===== src/rtl/pipe_stage_skid_pkg.sv =====
// Shared pipeline definitions: bubble encoding, entry layout and occupancy states
// for the fetch/decode handoff stage.
package pipe_stage_skid_pkg;

   localparam int          PC_W_DEF     = 32;
   localparam int          INST_W_DEF   = 32;
   localparam logic [31:0] NOP_INST_DEF = 32'h0400_0000;

   typedef struct packed {
      logic                  valid;
      logic [PC_W_DEF-1:0]   pc;
      logic [INST_W_DEF-1:0] inst;
   } entry_t;

   typedef enum logic [1:0] {
      ST_EMPTY = 2'd0,
      ST_ONE   = 2'd1,
      ST_FULL  = 2'd2
   } occ_e;

endpackage


===== src/rtl/pipe_entry_reg.sv =====
// One {valid, pc, inst} holding register; only the valid bit is reset, the
// payload is don't-care while invalid.
module pipe_entry_reg #(
   parameter int PC_W   = 32,
   parameter int INST_W = 32
) (
   input  logic              clk,
   input  logic              rst,
   input  logic              load,
   input  logic              clear,
   input  logic [PC_W-1:0]   d_pc,
   input  logic [INST_W-1:0] d_inst,
   output logic              q_valid,
   output logic [PC_W-1:0]   q_pc,
   output logic [INST_W-1:0] q_inst
);

   // clear dominates load so a flush always wins over a same-cycle fill
   always_ff @(posedge clk or posedge rst) begin
      if (rst) begin
         q_valid <= 1'b0;
      end else if (clear) begin
         q_valid <= 1'b0;
      end else if (load) begin
         q_valid <= 1'b1;
      end
   end

   always_ff @(posedge clk) begin
      if (load) begin
         q_pc   <= d_pc;
         q_inst <= d_inst;
      end
   end

endmodule


===== src/rtl/pipe_stage_skid.sv =====
// Valid/ready pipeline stage between fetch and decode: two-entry skid buffer with
// a registered in_ready (SKID=1) or a single pass-through-ready register (SKID=0).
module pipe_stage_skid
   import pipe_stage_skid_pkg::*;
#(
   parameter int                PC_W     = 32,
   parameter int                INST_W   = 32,
   parameter logic [INST_W-1:0] NOP_INST = INST_W'(NOP_INST_DEF),
   parameter int                SKID     = 1,
   parameter int                CNT_W    = 16
) (
   input  logic              clk,
   input  logic              rst,
   input  logic              in_valid,
   output logic              in_ready,
   input  logic [PC_W-1:0]   in_pc,
   input  logic [INST_W-1:0] in_inst,
   input  logic              flush,
   output logic              out_valid,
   input  logic              out_ready,
   output logic [PC_W-1:0]   out_pc,
   output logic [INST_W-1:0] out_inst,
   output logic [CNT_W-1:0]  stall_cnt
);

   function automatic logic [CNT_W-1:0] sat_inc(input logic [CNT_W-1:0] v);
      return (&v) ? v : v + CNT_W'(1);
   endfunction

   logic              head_v;
   logic [PC_W-1:0]   head_pc;
   logic [INST_W-1:0] head_inst;
   logic              head_load;
   logic              head_clear;
   logic [PC_W-1:0]   head_d_pc;
   logic [INST_W-1:0] head_d_inst;
   logic              accept;
   logic              rel;

   assign accept = in_valid & in_ready;
   assign rel    = head_v & out_ready;

   pipe_entry_reg #(.PC_W(PC_W), .INST_W(INST_W)) u_head (
      .clk     (clk),
      .rst     (rst),
      .load    (head_load),
      .clear   (head_clear),
      .d_pc    (head_d_pc),
      .d_inst  (head_d_inst),
      .q_valid (head_v),
      .q_pc    (head_pc),
      .q_inst  (head_inst)
   );

   if (SKID != 0) begin : g_skid
      logic              skid_v;
      logic [PC_W-1:0]   skid_pc;
      logic [INST_W-1:0] skid_inst;
      logic              skid_load;
      logic              skid_clear;
      logic              head_from_skid;
      occ_e              occ;

      // in_ready comes straight off the skid valid flop; no path from out_ready
      assign in_ready = ~skid_v;

      pipe_entry_reg #(.PC_W(PC_W), .INST_W(INST_W)) u_skid (
         .clk     (clk),
         .rst     (rst),
         .load    (skid_load),
         .clear   (skid_clear),
         .d_pc    (in_pc),
         .d_inst  (in_inst),
         .q_valid (skid_v),
         .q_pc    (skid_pc),
         .q_inst  (skid_inst)
      );

      always_comb begin
         head_load      = 1'b0;
         head_clear     = flush;
         skid_load      = 1'b0;
         skid_clear     = flush;
         head_from_skid = 1'b0;
         occ            = skid_v ? ST_FULL : (head_v ? ST_ONE : ST_EMPTY);
         unique case (occ)
            ST_EMPTY: head_load = accept;
            ST_ONE: begin
               if (accept && rel) begin
                  head_load = 1'b1;
               end else if (accept) begin
                  skid_load = 1'b1;
               end else if (rel) begin
                  head_clear = 1'b1;
               end
            end
            ST_FULL: begin
               if (rel) begin
                  head_load      = 1'b1;
                  head_from_skid = 1'b1;
                  skid_clear     = 1'b1;
               end
            end
            default: head_clear = 1'b1;
         endcase
         head_d_pc   = head_from_skid ? skid_pc   : in_pc;
         head_d_inst = head_from_skid ? skid_inst : in_inst;
      end
   end else begin : g_pass
      assign in_ready = ~head_v | out_ready;

      always_comb begin
         head_load   = accept;
         head_clear  = flush | (rel & ~accept);
         head_d_pc   = in_pc;
         head_d_inst = in_inst;
      end
   end

   always_comb begin
      out_valid = head_v;
      out_pc    = head_v ? head_pc   : '0;
      out_inst  = head_v ? head_inst : NOP_INST;
   end

   // stall accounting ignores flush; only reset clears it
   always_ff @(posedge clk or posedge rst) begin
      if (rst) begin
         stall_cnt <= '0;
      end else if (head_v && !out_ready) begin
         stall_cnt <= sat_inc(stall_cnt);
      end
   end

endmodule


===== config.mk =====
export PLATFORM = sky130hd
export DESIGN_NAME = pipe_stage_skid
export DESIGN_NICKNAME = d
export VERILOG_FILES = /design/src/rtl/pipe_stage_skid_pkg.sv /design/src/rtl/pipe_entry_reg.sv /design/src/rtl/pipe_stage_skid.sv
export SDC_FILE = /design/constraint.sdc
export NUM_CORES = 1
export LEC_CHECK = 0
export ABC_CLOCK_PERIOD_IN_PS = 7680
export CAP_MARGIN = 15
export CORE_MARGIN = 3
export CORE_UTILIZATION = 53
export DETAILED_ROUTE_END_ITERATION = 10
export MAX_ROUTING_LAYER = met4
export PLACE_DENSITY = 0.86
export REMOVE_ABC_BUFFERS = 1
export SYNTH_ARGS = -nofsm -noshare
export SYNTH_HDL_FRONTEND = slang
export SYNTH_SLANG_ARGS = --single-unit

===== constraint.sdc =====
create_clock -name clk -period 7.68 [get_ports clk]
set_input_delay 1.536 -clock clk [delete_from_list [all_inputs] [get_ports clk]]
set_output_delay 1.536 -clock clk [all_outputs]
set_load 0.1 [all_outputs]

; ---- Yosys cells after proc, flatten, opt, wreduce, memory -nomap -nowiden
; Cells that the tools add are included.
[word_totals]
register_bits = 146
latchBits = 0
ram_bits = 0
mem_bits_ro = 0
in_bits = 69
word_cells = 45
mem_count = 0
[op_classes]
addsub = 1
multipliers = 0
div = 0
n_lt_le_gt_ge = 0
eq_ne = 2
shifts = 0
n_mux = 22
n_bitwise = 4
n_reduce_logical = 9
[op_table]
columns = op, count
row1 = $mux 32, 4
row2 = $add 16x1->16 const B, 1
row3 = $reduce_and 16->1, 1
row4 = $mux 1, 15
row5 = $reduce_bool 2->1, 2
row6 = $pmux 1 s3, 1
row7 = $and 1x1->1, 2
row8 = $eq 2x1->1 const B, 1
row9 = $eq 2x2->1 const B, 1
row10 = $logic_and 1x1->1, 2
row11 = $logic_not 2->1, 1
row12 = $mux 2, 1
row13 = $not 1->1, 2
row14 = $pmux 1 s2, 1
row15 = $reduce_and 2->1, 1
row16 = $reduce_or 2->1, 1
row17 = $logic_not 1->1, 1

; ---- Longest topological paths before layout
[depth]
depth_word = 7
ltp_mapped = 6
depth_no_buf = 5

; ---- Modules after synthesis
; Synthesis repeated with hierarchy kept, for this count alone.
[hier_totals]
cells_unflattened = 358
area_unflattened_um2 = 5962.0
[modules_own_cells]
columns = mod, n_inst, cells_each, area_each_um2
row1 = pipe_entry_reg, 2, 67, 1960.6
row2 = pipe_stage_skid, 1, 224, 2040.7

; ---- Worst setup path before layout
; Ideal clock, no wire load.
[synth_path]
path_type = input to register
startpoint = in in_valid
endpoint = reg u_head.q_inst[0], enable pin
setup_ns = 0.507
arrival_time_ns = 4.799
slack_ns = 2.374
stages = 2
n_path_buf = 0
path_cell_list = nand2_1 > a21oi_1
[synth_between]
elab_chain_cells = 4
[synth_rtl]
columns = element, line_no
row1 = start: declaration, pipe_stage_skid.sv:14  ; input logic in_valid,
row2 = $and 1x1->1 *, pipe_stage_skid.sv:40  ; assign accept = in_valid & in_ready;
row3 = $logic_and 1x1->1, pipe_stage_skid.sv:89  ; if (accept && rel) begin
row4 = $mux 1, pipe_stage_skid.sv:89
row5 = $pmux 1 s3 *, pipe_stage_skid.sv:86  ; unique case (occ)
row6 = named net head_load, pipe_stage_skid.sv:33  ; logic head_load;
row7 = end signal: assignment, pipe_entry_reg.sv:32  ; q_inst <= d_inst;
row8 = end: declaration, pipe_entry_reg.sv:15  ; output logic [INST_W-1:0] q_inst
; Mark *: on every way through the listed nets, which the timed path passes. The rest lies on a longest branch.
; A chain may end at the register's enable or synchronous reset.

; ---- Worst setup path in the final report
[layout_path]
startpoint = reg u_head.q_valid
endpoint = out out_pc[27]
[layout_between]
elab_chain_cells = 1
[layout_rtl]
columns = element, line_no
row1 = start: declaration, pipe_entry_reg.sv:13  ; output logic q_valid,
row2 = start signal: assignment, pipe_entry_reg.sv:21  ; q_valid <= 1'b0;
row3 = start signal: assignment, pipe_entry_reg.sv:23  ; q_valid <= 1'b0;
row4 = start signal: assignment, pipe_entry_reg.sv:25  ; q_valid <= 1'b1;
row5 = $mux 32, pipe_stage_skid.sv:122  ; out_pc = head_v ? head_pc : '0;
row6 = end: declaration, pipe_stage_skid.sv:21  ; output logic [PC_W-1:0] out_pc,
; Every way passes these cells.

==> results.sh <==
export IMPL_maxCapViolCount=0
export IMPL_synth_compound_area_share_pct=1.751
export IMPL_p_int_uw=1561
export IMPL_clk_pin_slew_ps=60
export IMPL_drive_above_1_share_pct=19.24
export IMPL_syn_inst=356
export IMPL_grt_usage_pct=20.78
export IMPL_synth_xor_area_share_pct=1.477
export IMPL_yosysSeqAreaShare_pct=72.42
export IMPL_p_total_uw=2207
export IMPL_final_common_cell="clkdlybuf4s50_1"
export IMPL_layout_worst_path_cycle_share_pct=58.52
export IMPL_place_congestion=0.8397
export IMPL_place_area_sq_mm=0.007584
export IMPL_grt_overflow_total=0
export IMPL_cp_data_required_time_ps=6140
export IMPL_p_leak_uw=0.002874
export IMPL_fin_hold_ws_ps=527.3
export IMPL_drt_iter0_markers=175
export IMPL_ios=151
export IMPL_cts_root_buffer_cell="clkbuf_8"
export IMPL_worst_path_max_delay_cell="clkdlybuf4s50_1"
export IMPL_cp_max_fo=72
export IMPL_antennaDiodeCount=0
export IMPL_synth_area_per_cell_sq_um=16.66
export IMPL_crit_arrival_ps=2960
export IMPL_first_pass_iters=4
export IMPL_vias=3552
export IMPL_r2r_slack_ps=4770
export IMPL_synth_area_sq_mm=0.005929
export IMPL_muxShareOfSynthArea_pct=12.53
export IMPL_grt_pass1_vias=3648
export IMPL_route_detailed_drc=0
export IMPL_ys_seq_elements=146
export IMPL_worstSetupEndpoint="out_pc[27]"
export IMPL_critPathKind="register to output pin"
export IMPL_combPwrFrac_pct=19.3
export IMPL_grt_pass1_wl_um=19600
export IMPL_std_cell_rows=37
export IMPL_drv_slew=0
export IMPL_grt_max_degree=73
export IMPL_r2r_cells=3
export IMPL_start_util_pct=55.93
export IMPL_final_cell_mix="clkdlybuf4s50_1 (150), edfxtp_1 (128), and2_1 (64), mux2_2 (64), dfrtp_1 (17)"
export IMPL_die_x_um=111.8
export IMPL_htree_levels=4
export IMPL_period_minus_slack_ps=4494
export IMPL_cts_resized=0
export IMPL_final_cell_area_sq_mm=0.008174
export IMPL_antenna_left=0
export IMPL_core_sq_mm=0.01060
export IMPL_r2r_end="g_skid.u_skid.q_pc[0]$_DFFE_PP_"
export IMPL_tightest_slew_ps=1006
export IMPL_viasPerCell=5.374
export IMPL_cts_tree="built"
export IMPL_clock_latency_ps=520
export IMPL_finalClockSkew_ps=11.85
export IMPL_finalSetupViolCount=0
export IMPL_portBuffers=150
export IMPL_cp_slowest_stage_delay_ps=1150
export IMPL_powerDensity_mw_per_mm2=269.9
export IMPL_yosys_area_share_simple_pct=10.32
export IMPL_critPathTopFamily="buffers and inverters"
export IMPL_hold_viol=0
export IMPL_synth_warnings=0
export IMPL_critical_path_startpoint="u_head.q_valid$_DFFE_PP0P_"
export IMPL_synth_top_family_by_area="multiplexers"
export IMPL_clock_path_buffers=2
export IMPL_ys_types=35
export IMPL_worstSetupStartpointType="register"
export IMPL_ir_worst_vdd_mv=0.1384
export IMPL_p_sw_share_pct=29.24
export IMPL_fin_setup_tns_ps=0
export IMPL_hold_buffers=0
export IMPL_reg2reg_from="u_head.q_valid$_DFFE_PP0P_"
export IMPL_syn_to_final_growth_pct=37.86
export IMPL_endpoint_kind="output pin"
export IMPL_routed_wl_um=12220
export IMPL_numCtsBuffers=17
export IMPL_hold_path_class="register to register"
export IMPL_clock_sinks=146
export IMPL_p_switching_uw=645.2
export IMPL_grt_setup_unrepaired="false"
export IMPL_wl_per_cell_um=18.49
export IMPL_max_freq_mhz=222.5
export IMPL_p_clk_share_pct=37.4
export IMPL_die_h_um=111.8
export IMPL_pwr_share_seq_pct=43.3
export IMPL_path_cells="and2_1, clkdlybuf4s50_1"
export IMPL_outcome="completed"
export IMPL_hpwlAfterDp_um=7861
export IMPL_cp_num_buf_inv=1
export IMPL_antenna_found_initial=0
export IMPL_synth_fa_ha_area_share_pct=0.2110
export IMPL_cts_setup_buffers=0
export IMPL_cp_num_cells=2
export IMPL_nets=582
export IMPL_die_area_sq_mm=0.01249
export IMPL_slew_headroom_pct=32.72
## routing by layer
layer / share of wire (%) / track usage [%] / vias to the layer above
li1: - / - / 1648
met1: 44 / 27.85 / 1762
met2: 47 / 29.94 / 130
met3: 7.4 / 6.957 / 12
met4: 1.3 / 7.299 / 0
met5: 0 / - / -
## stage by stage
| step | utilization, % | cells | worst slack, ps |
|---|---|---|---|
| 6_report | 77.10 | 661 | 3186 |
| 5_1_grt | 77.10 | 661 | 2999 |
| 4_1_cts | 77.10 | 661 | 3114 |
| 3_5_place_dp | 71.53 | 629 | 3631 |
| 3_3_place_gp | 71.53 | 629 | 3690 |
| 2_1_floorplan | - | 341 | 2374 |
## power by group through the flow
stage                     registers (uW)  logic [uW]  clock network (uW)
after CTS                            955         429                 840
after detailed placement             971         426                   0
after global placement               970         420                   0
after floorplan                     1060         205                   0
after global routing                 962         442                 879
final                                956         426                 825
## how the worst min path moves through the flow
stage                                                 start                                 to  depth (start not counted)
after floorplan           g_skid.u_skid.q_valid$_DFFE_PP0P_  g_skid.u_skid.q_valid$_DFFE_PP0P_                          1
after global placement             stall_cnt[7]$_DFFE_PP0P_           stall_cnt[7]$_DFFE_PP0P_                          1
after detailed placement           stall_cnt[6]$_DFFE_PP0P_           stall_cnt[6]$_DFFE_PP0P_                          1
after CTS                          stall_cnt[6]$_DFFE_PP0P_           stall_cnt[6]$_DFFE_PP0P_                          1
after global routing               stall_cnt[6]$_DFFE_PP0P_           stall_cnt[6]$_DFFE_PP0P_                          1
final                              stall_cnt[6]$_DFFE_PP0P_           stall_cnt[6]$_DFFE_PP0P_                          1
## area by class of cell
class,count,area [sq um]
multi-input cells,192,1590
fillers,655,2427
inverters,3,11.26
flip-flops and latches,146,4295
well taps,136,170.2
clock inverters,11,161.4
repair buffers,152,1516
clock buffers,21,429.2
## cells in the mapped netlist, drive strengths merged
cell type / instances / area share [%]
a31oi: 1 / 0.11
nand3b: 1 / 0.13
mux2: 66 / 13
nand2: 5 / 0.32
nand4b: 1 / 0.15
o21ai: 2 / 0.17
nor4: 1 / 0.11
xnor2: 8 / 1.2
and4: 1 / 0.15
a41oi: 1 / 0.15
nand4: 8 / 0.84
ha: 1 / 0.21
xor2: 2 / 0.30
and2: 64 / 6.8
a21oi: 7 / 0.65
inv: 3 / 0.19
clkbuf: 8 / 0.51
nor3: 2 / 0.17
edfxtp: 128 / 65
nor2: 4 / 0.25
dfrtp: 18 / 7.6
and3: 3 / 0.40
o41ai: 1 / 0.27
or4: 1 / 0.13
o211ai: 1 / 0.13
o21a: 1 / 0.13
buf: 7 / 0.59
a311oi: 1 / 0.15
nor2b: 2 / 0.21
nand2b: 2 / 0.21
nand3: 5 / 0.51
## state kept, by name, summed over array words and instances, names as in the netlist
signal and flops:
g_skid.u_skid.q_inst 32, g_skid.u_skid.q_pc 32, g_skid.u_skid.q_valid 1, stall_cnt 16, u_head.q_inst 32, u_head.q_pc 32
u_head.q_valid 1
## cells by family (layout without fill, tap and decap cells)
family	after synthesis	after routing
simple gates	100	100
xor+xnor	10	10
mux	66	66
compound gates	15	15
buf+inv	18	187
fa+ha+maj	1	1
flops	146	146
Power figures use the tool's default switching activity.
==> RTL change 1, RTL diff (same settings) <==
`PC_W` is set to 32 in 2 places; all go to 64.
--- a/src/rtl/pipe_entry_reg.sv
+++ b/src/rtl/pipe_entry_reg.sv
@@ -2,5 +2,5 @@
 // payload is don't-care while invalid.
 module pipe_entry_reg #(
-   parameter int PC_W   = 32,
+   parameter int PC_W   = 64,
    parameter int INST_W = 32
 ) (
--- a/src/rtl/pipe_stage_skid.sv
+++ b/src/rtl/pipe_stage_skid.sv
@@ -4,5 +4,5 @@
    import pipe_stage_skid_pkg::*;
 #(
-   parameter int                PC_W     = 32,
+   parameter int                PC_W     = 64,
    parameter int                INST_W   = 32,
    parameter logic [INST_W-1:0] NOP_INST = INST_W'(NOP_INST_DEF),
Interface: changed (resized in_pc and out_pc); port bits go from 151 to 215. The function was not compared with the original's and may differ.
==> RTL change 1 against the original RTL <==
Synthesized area up 42%; wire length up 48%; design area up 42%; combinational power increased by 34%; sequential power rose by 42%; setup slack worse by 0.032 ns; critical path depth grew 1; core utilization fell by 1.7 points; sequential cell count is 64 higher; power up 37%; register-to-register slack barely moved; die area up 40%; clock power grew 32%; largest power group unchanged; highest routed layer unchanged.
==> RTL change 1: results (changes against the original RTL) <==
skew final 0.00886 ns (-0.00299 ns); worst-margin pin slew 1.04 ns (+0.0334 ns); Max clock buf depth 3 (+1); CTS Buf Count 22 (+5); routability cong. 0.845 (+0.65%); synthesized instance count 491 (+38%); placed insts 899 (+43%); synth unique cells 38 (+8.6%); Synth top cells by count edfxtp_1, and2_1, mux2_2, dfrtp_1, clkbuf_1; biggest regs g_skid.u_skid.q_pc x64, u_head.q_pc x64; CP max FO 104 (+44%); 1st-iter DRT viols 335 (+91%); Lkg Pwr 4.06 nW (+41%); Routed WL 18.1 mm (+48%); layout cell share with drive strength beyond 1 19.8% (+0.54 points); Post-Layout Cell Count 939 (+42%); Max rail drop VDD 210 µV (+52%); Compound-Gate Fraction of Synth Area 1.23% (-0.52 points); number of global-route vias before repair 5,292 (+45%); r2r worst-path depth 4 (+1); status finished, final reports clean; dpl hpwl 12.0 mm (+53%); Post-synth EDFFs 192 (+50%); fillers 905 (+38%); largest net degree at the start of global routing 105 (+44%); later-pin clock latency in the skew report 0.49 ns (-0.03 ns); H-tree levels 1 (-3); count of input and output buffers 214 (+43%); first-pass GRT wire length 28.6 mm (+46%); xor/xnor cell area share of the yosys netlist 1.04% (-0.44 points); CP Data Arrival Time 2.99 ns (+0.03 ns); fraction of registers with async set or reset after synthesis 8.57% (-3.8 points); First-pass DRT Iterations 5 (+1); mux contribution to synthesized area 13.1% (+0.55 points); WS Path Type register to output port; Tot GR Track Use 21.1% (+0.29 points); Synth area leaders edfxtp_1, mux2_2, and2_1, dfrtp_1, xnor2_1; fin nets 815 (+40%); via count 4,972 (+40%); Post-Synth Adder-Cell Area 0.148% (-0.063 points); CTS root buf clkbuf_16
==> RTL change 1: how the worst max path moves through the flow <==
stage                       endpoint  slack (ns)
6_report                  out_pc[27]        3.15
5_1_grt                   out_pc[18]        3.04
4_1_cts                   out_pc[18]        3.12
3_5_place_dp   g_skid.u_skid.q_pc[4]        3.16
3_3_place_gp   g_skid.u_skid.q_pc[4]        3.27
2_1_floorplan       u_head.q_inst[0]        0.50
==> RTL change 1: area by class of cell <==
cell class | count | share of cell area [%]
inverter | 3 | 0.0971
clock inverter | 13 | 1.43
sequential | 210 | 53.6
clock buffer | 26 | 5.06
tap | 211 | 2.28
multi-input combinational | 256 | 18.6
timing repair buffer | 220 | 19.0
==> RTL change 1: power by group <==
part | switching (mW) | internal [mW]
combinational | 0.408 | 0.161
sequential | 0.0386 | 1.32
clock | 0.410 | 0.680
total | 0.857 | 2.16
==> RTL change 1: kinds of logic after synthesis <==
family                     after synthesis
and+or+nand+nor                        132
muxes                                   98
adders and majority gates                1
DFF                                    210
AOI/OAI and AO/OA                       15
buffers and inverters                   25
xor gates and xnor gates                10
==> RTL change 1: worst max-delay path: cells and delay by family, from the launching register on <==
family	cells	cell delay, ns
AND/OR/NAND/NOR	1	0.29
flip-flops	1	0.34
buffers and inverters	2	1.76
==> RTL change 1: metal layers <==
metal | routed length [µm] | vias to the layer above | global-route usage (%) | share of wire (%)
met4 | 350 | 0 | 4.56 | 1.9
met1 | 7350 | 2447 | 27.0 | 41
li1 | - | 2279 | - | -
met3 | 1710 | 27 | 6.95 | 9.5
met5 | 0 | - | - | 0
met2 | 8660 | 219 | 33.3 | 48
==> RTL change 1: metrics by stage <==
| stage | util (%) | setup WS (ns) | hold WS (ns) | area (µm²) |
|---|---|---|---|---|
| floorplan | - | 0.503 | 0.519 | 8350 |
| global placement | 70.4 | 3.27 | 0.497 | 10800 |
| detailed placement | 70.4 | 3.16 | 0.520 | 10800 |
| CTS | 75.3 | 3.12 | 0.529 | 11600 |
| global route | 75.4 | 3.04 | 0.557 | 11600 |
| finish | 75.4 | 3.15 | 0.534 | 11600 |
==> RTL change 2, RTL diff (same settings) <==
Without the edit above. Make the reset (`rst`) synchronous in 2 clocked blocks.
--- a/src/rtl/pipe_entry_reg.sv
+++ b/src/rtl/pipe_entry_reg.sv
@@ -17,5 +17,5 @@
 
    // clear dominates load so a flush always wins over a same-cycle fill
-   always_ff @(posedge clk or posedge rst) begin
+   always_ff @(posedge clk) begin
       if (rst) begin
          q_valid <= 1'b0;
--- a/src/rtl/pipe_stage_skid.sv
+++ b/src/rtl/pipe_stage_skid.sv
@@ -125,5 +125,5 @@
 
    // stall accounting ignores flush; only reset clears it
-   always_ff @(posedge clk or posedge rst) begin
+   always_ff @(posedge clk) begin
       if (rst) begin
          stall_cnt <= '0;
Behaviour: differs if rst is asserted again (counterexample within 4 cycles, from zero or initial values and one cycle with rst high); with rst held inactive, the same outputs for 10 cycles.
==> RTL change 2 against the original RTL <==
Synthesized area grew 0.34%; non-clock buffer count up 2; setup slack gained 0.39 ns; sequential cell count did not move; design area rose by 0.17%; die area is 0.32% higher; wire length grew 4.2%; largest cell class unchanged.
Power is not compared: it rests on default switching activity, and its combinational part moved more than twofold at a synthesized area within 25%.
==> RTL change 2: results (changes against the original RTL) <==
status finished, final reports clean; H-tree levels 4 (unchanged); Seq/Total Area, Yosys 70.7% (-1.8 points); count of input and output buffers 150 (unchanged); synth unique cells 36 (+2.9%); Synth area leaders edfxtp_1, mux2_2, and2_1, dfxtp_1, a21oi_1; 1st-iter DRT viols 281 (+61%); fillers 667 (+1.8%); initial antenna violation count 0 (unchanged); dpl hpwl 8.11 mm (+3.2%); First-pass DRT Iterations 4 (unchanged); number of global-route vias before repair 3,868 (+6.0%); Max clock buf depth 2 (unchanged); fraction of registers with async set or reset after synthesis 0% (-12 points); Max rail drop VDD 151 µV; CP max FO 65 (-9.7%); xor/xnor cell area share of the yosys netlist 0% (-1.5 points); Synth top cells by count edfxtp_1, mux2_2, and2_1, dfxtp_1; mux contribution to synthesized area 12.7% (+0.13 points); Wirelength per Cell 18.5 µm (about the same); clock-pin transition on the worst setup and hold timing paths 0.06 ns (about the same); CTS Buf Count 17 (unchanged); later-pin clock latency in the skew report 0.50 ns (-0.02 ns); skew final 0.00435 ns (-0.00749 ns); # Post-CTS Setup Buffers 0 (unchanged); layout cell share with drive strength beyond 1 19.7% (+0.43 points); Compound-Gate Fraction of Synth Area 2.80% (+1.0 points); Post-Synth Adder-Cell Area 0.210% (-0.00071 points); Hold Path Class register to register; post_cts resized 0 (unchanged); largest net degree at the start of global routing 73 (unchanged); fin nets 606 (+4.1%); Tot GR Track Use 21.7% (+0.88 points); first-pass GRT wire length 20.6 mm (+5.1%); DR vias/cell 5.46 (+1.7%); Lkg Pwr 2.80 nW; Syn. warnings 0 (unchanged); crit share post-route 53.4% (-5.1 points); CTS root buf clkbuf_8; CP Data Arrival Time 2.57 ns (-0.39 ns); diodes inserted 0 (unchanged); dpl ws 3.61 ns (-0.0217 ns); Rel. slew slack 32.9% (+0.22 points); routability cong. 0.795 (-5.3%); Post-synth EDFFs 128 (unchanged)
==> RTL change 2: cell types whose count changed after synthesis, moves of 5 or more <==
| cell | change |
|---|---|
| or4_1 | +5 |
| dfxtp_1 | +18 |
| a21oi_1 | +5 |
| nand4_1 | -6 |
| dfrtp_1 | -18 |
| xnor2_1 | -8 |
| o31ai_1 | +6 |
==> RTL change 2: logic make-up (layout without fill, tap and decap cells) <==
logic type | after synthesis | in the layout
adders and majority gates | 1 | 1
muxes | 67 | 67
DFF | 146 | 146
buffers and inverters | 21 | 190
and+or+nand+nor | 118 | 118
AOI/OAI and AO/OA | 27 | 27
==> RTL change 2: worst max-delay path: stages, from the launching register on <==
cell	delay (ns)
dfxtp_2	0.44
buf_12	0.24
and2_1	0.20
clkdlybuf4s50_1	1.14
==> RTL change 2: report_power, final <==
group          switching, mW  internal, mW
logic                  0.118        0.0669
clock network          0.309         0.462
registers            0.00798         0.893
==> RTL change 2: worst paths after layout <==
kind                                      from  slack (ns)  cells past startpoint                        to
worst min-delay path              stall_cnt[8]        0.53                      2              stall_cnt[8]
worst min register to register    stall_cnt[8]        0.53                      2              stall_cnt[8]
worst max-delay path            u_head.q_valid        3.58                      3               out_inst[8]
worst max register to register  u_head.q_valid        5.33                      3  g_skid.u_skid.q_inst[17]
==> RTL change 2: cell type report <==
class | count | area share, %
multi-input combinational | 213 | 20.6
tap | 140 | 2.14
inverter | 4 | 0.183
sequential | 146 | 51.4
clock buffer | 19 | 5.15
clock inverter | 13 | 1.67
timing repair buffer | 154 | 18.9
==> RTL change 2: routing by layer <==
layer / track usage (%) / vias to the layer above / share of wire, %
met5: - / - / 0
met4: 5.13 / 0 / 0.67
met3: 6.68 / 8 / 7.3
met2: 32.9 / 149 / 48
met1: 29.1 / 1864 / 44
li1: - / 1743 / -
==> RTL change 2: through the flow <==
stage / cells / area, µm²
after CTS: 688 / 8170
after detailed placement: 656 / 7610
after global placement: 656 / 7610
after global routing: 689 / 8190
after floorplan: 363 / 5880
final: 689 / 8190
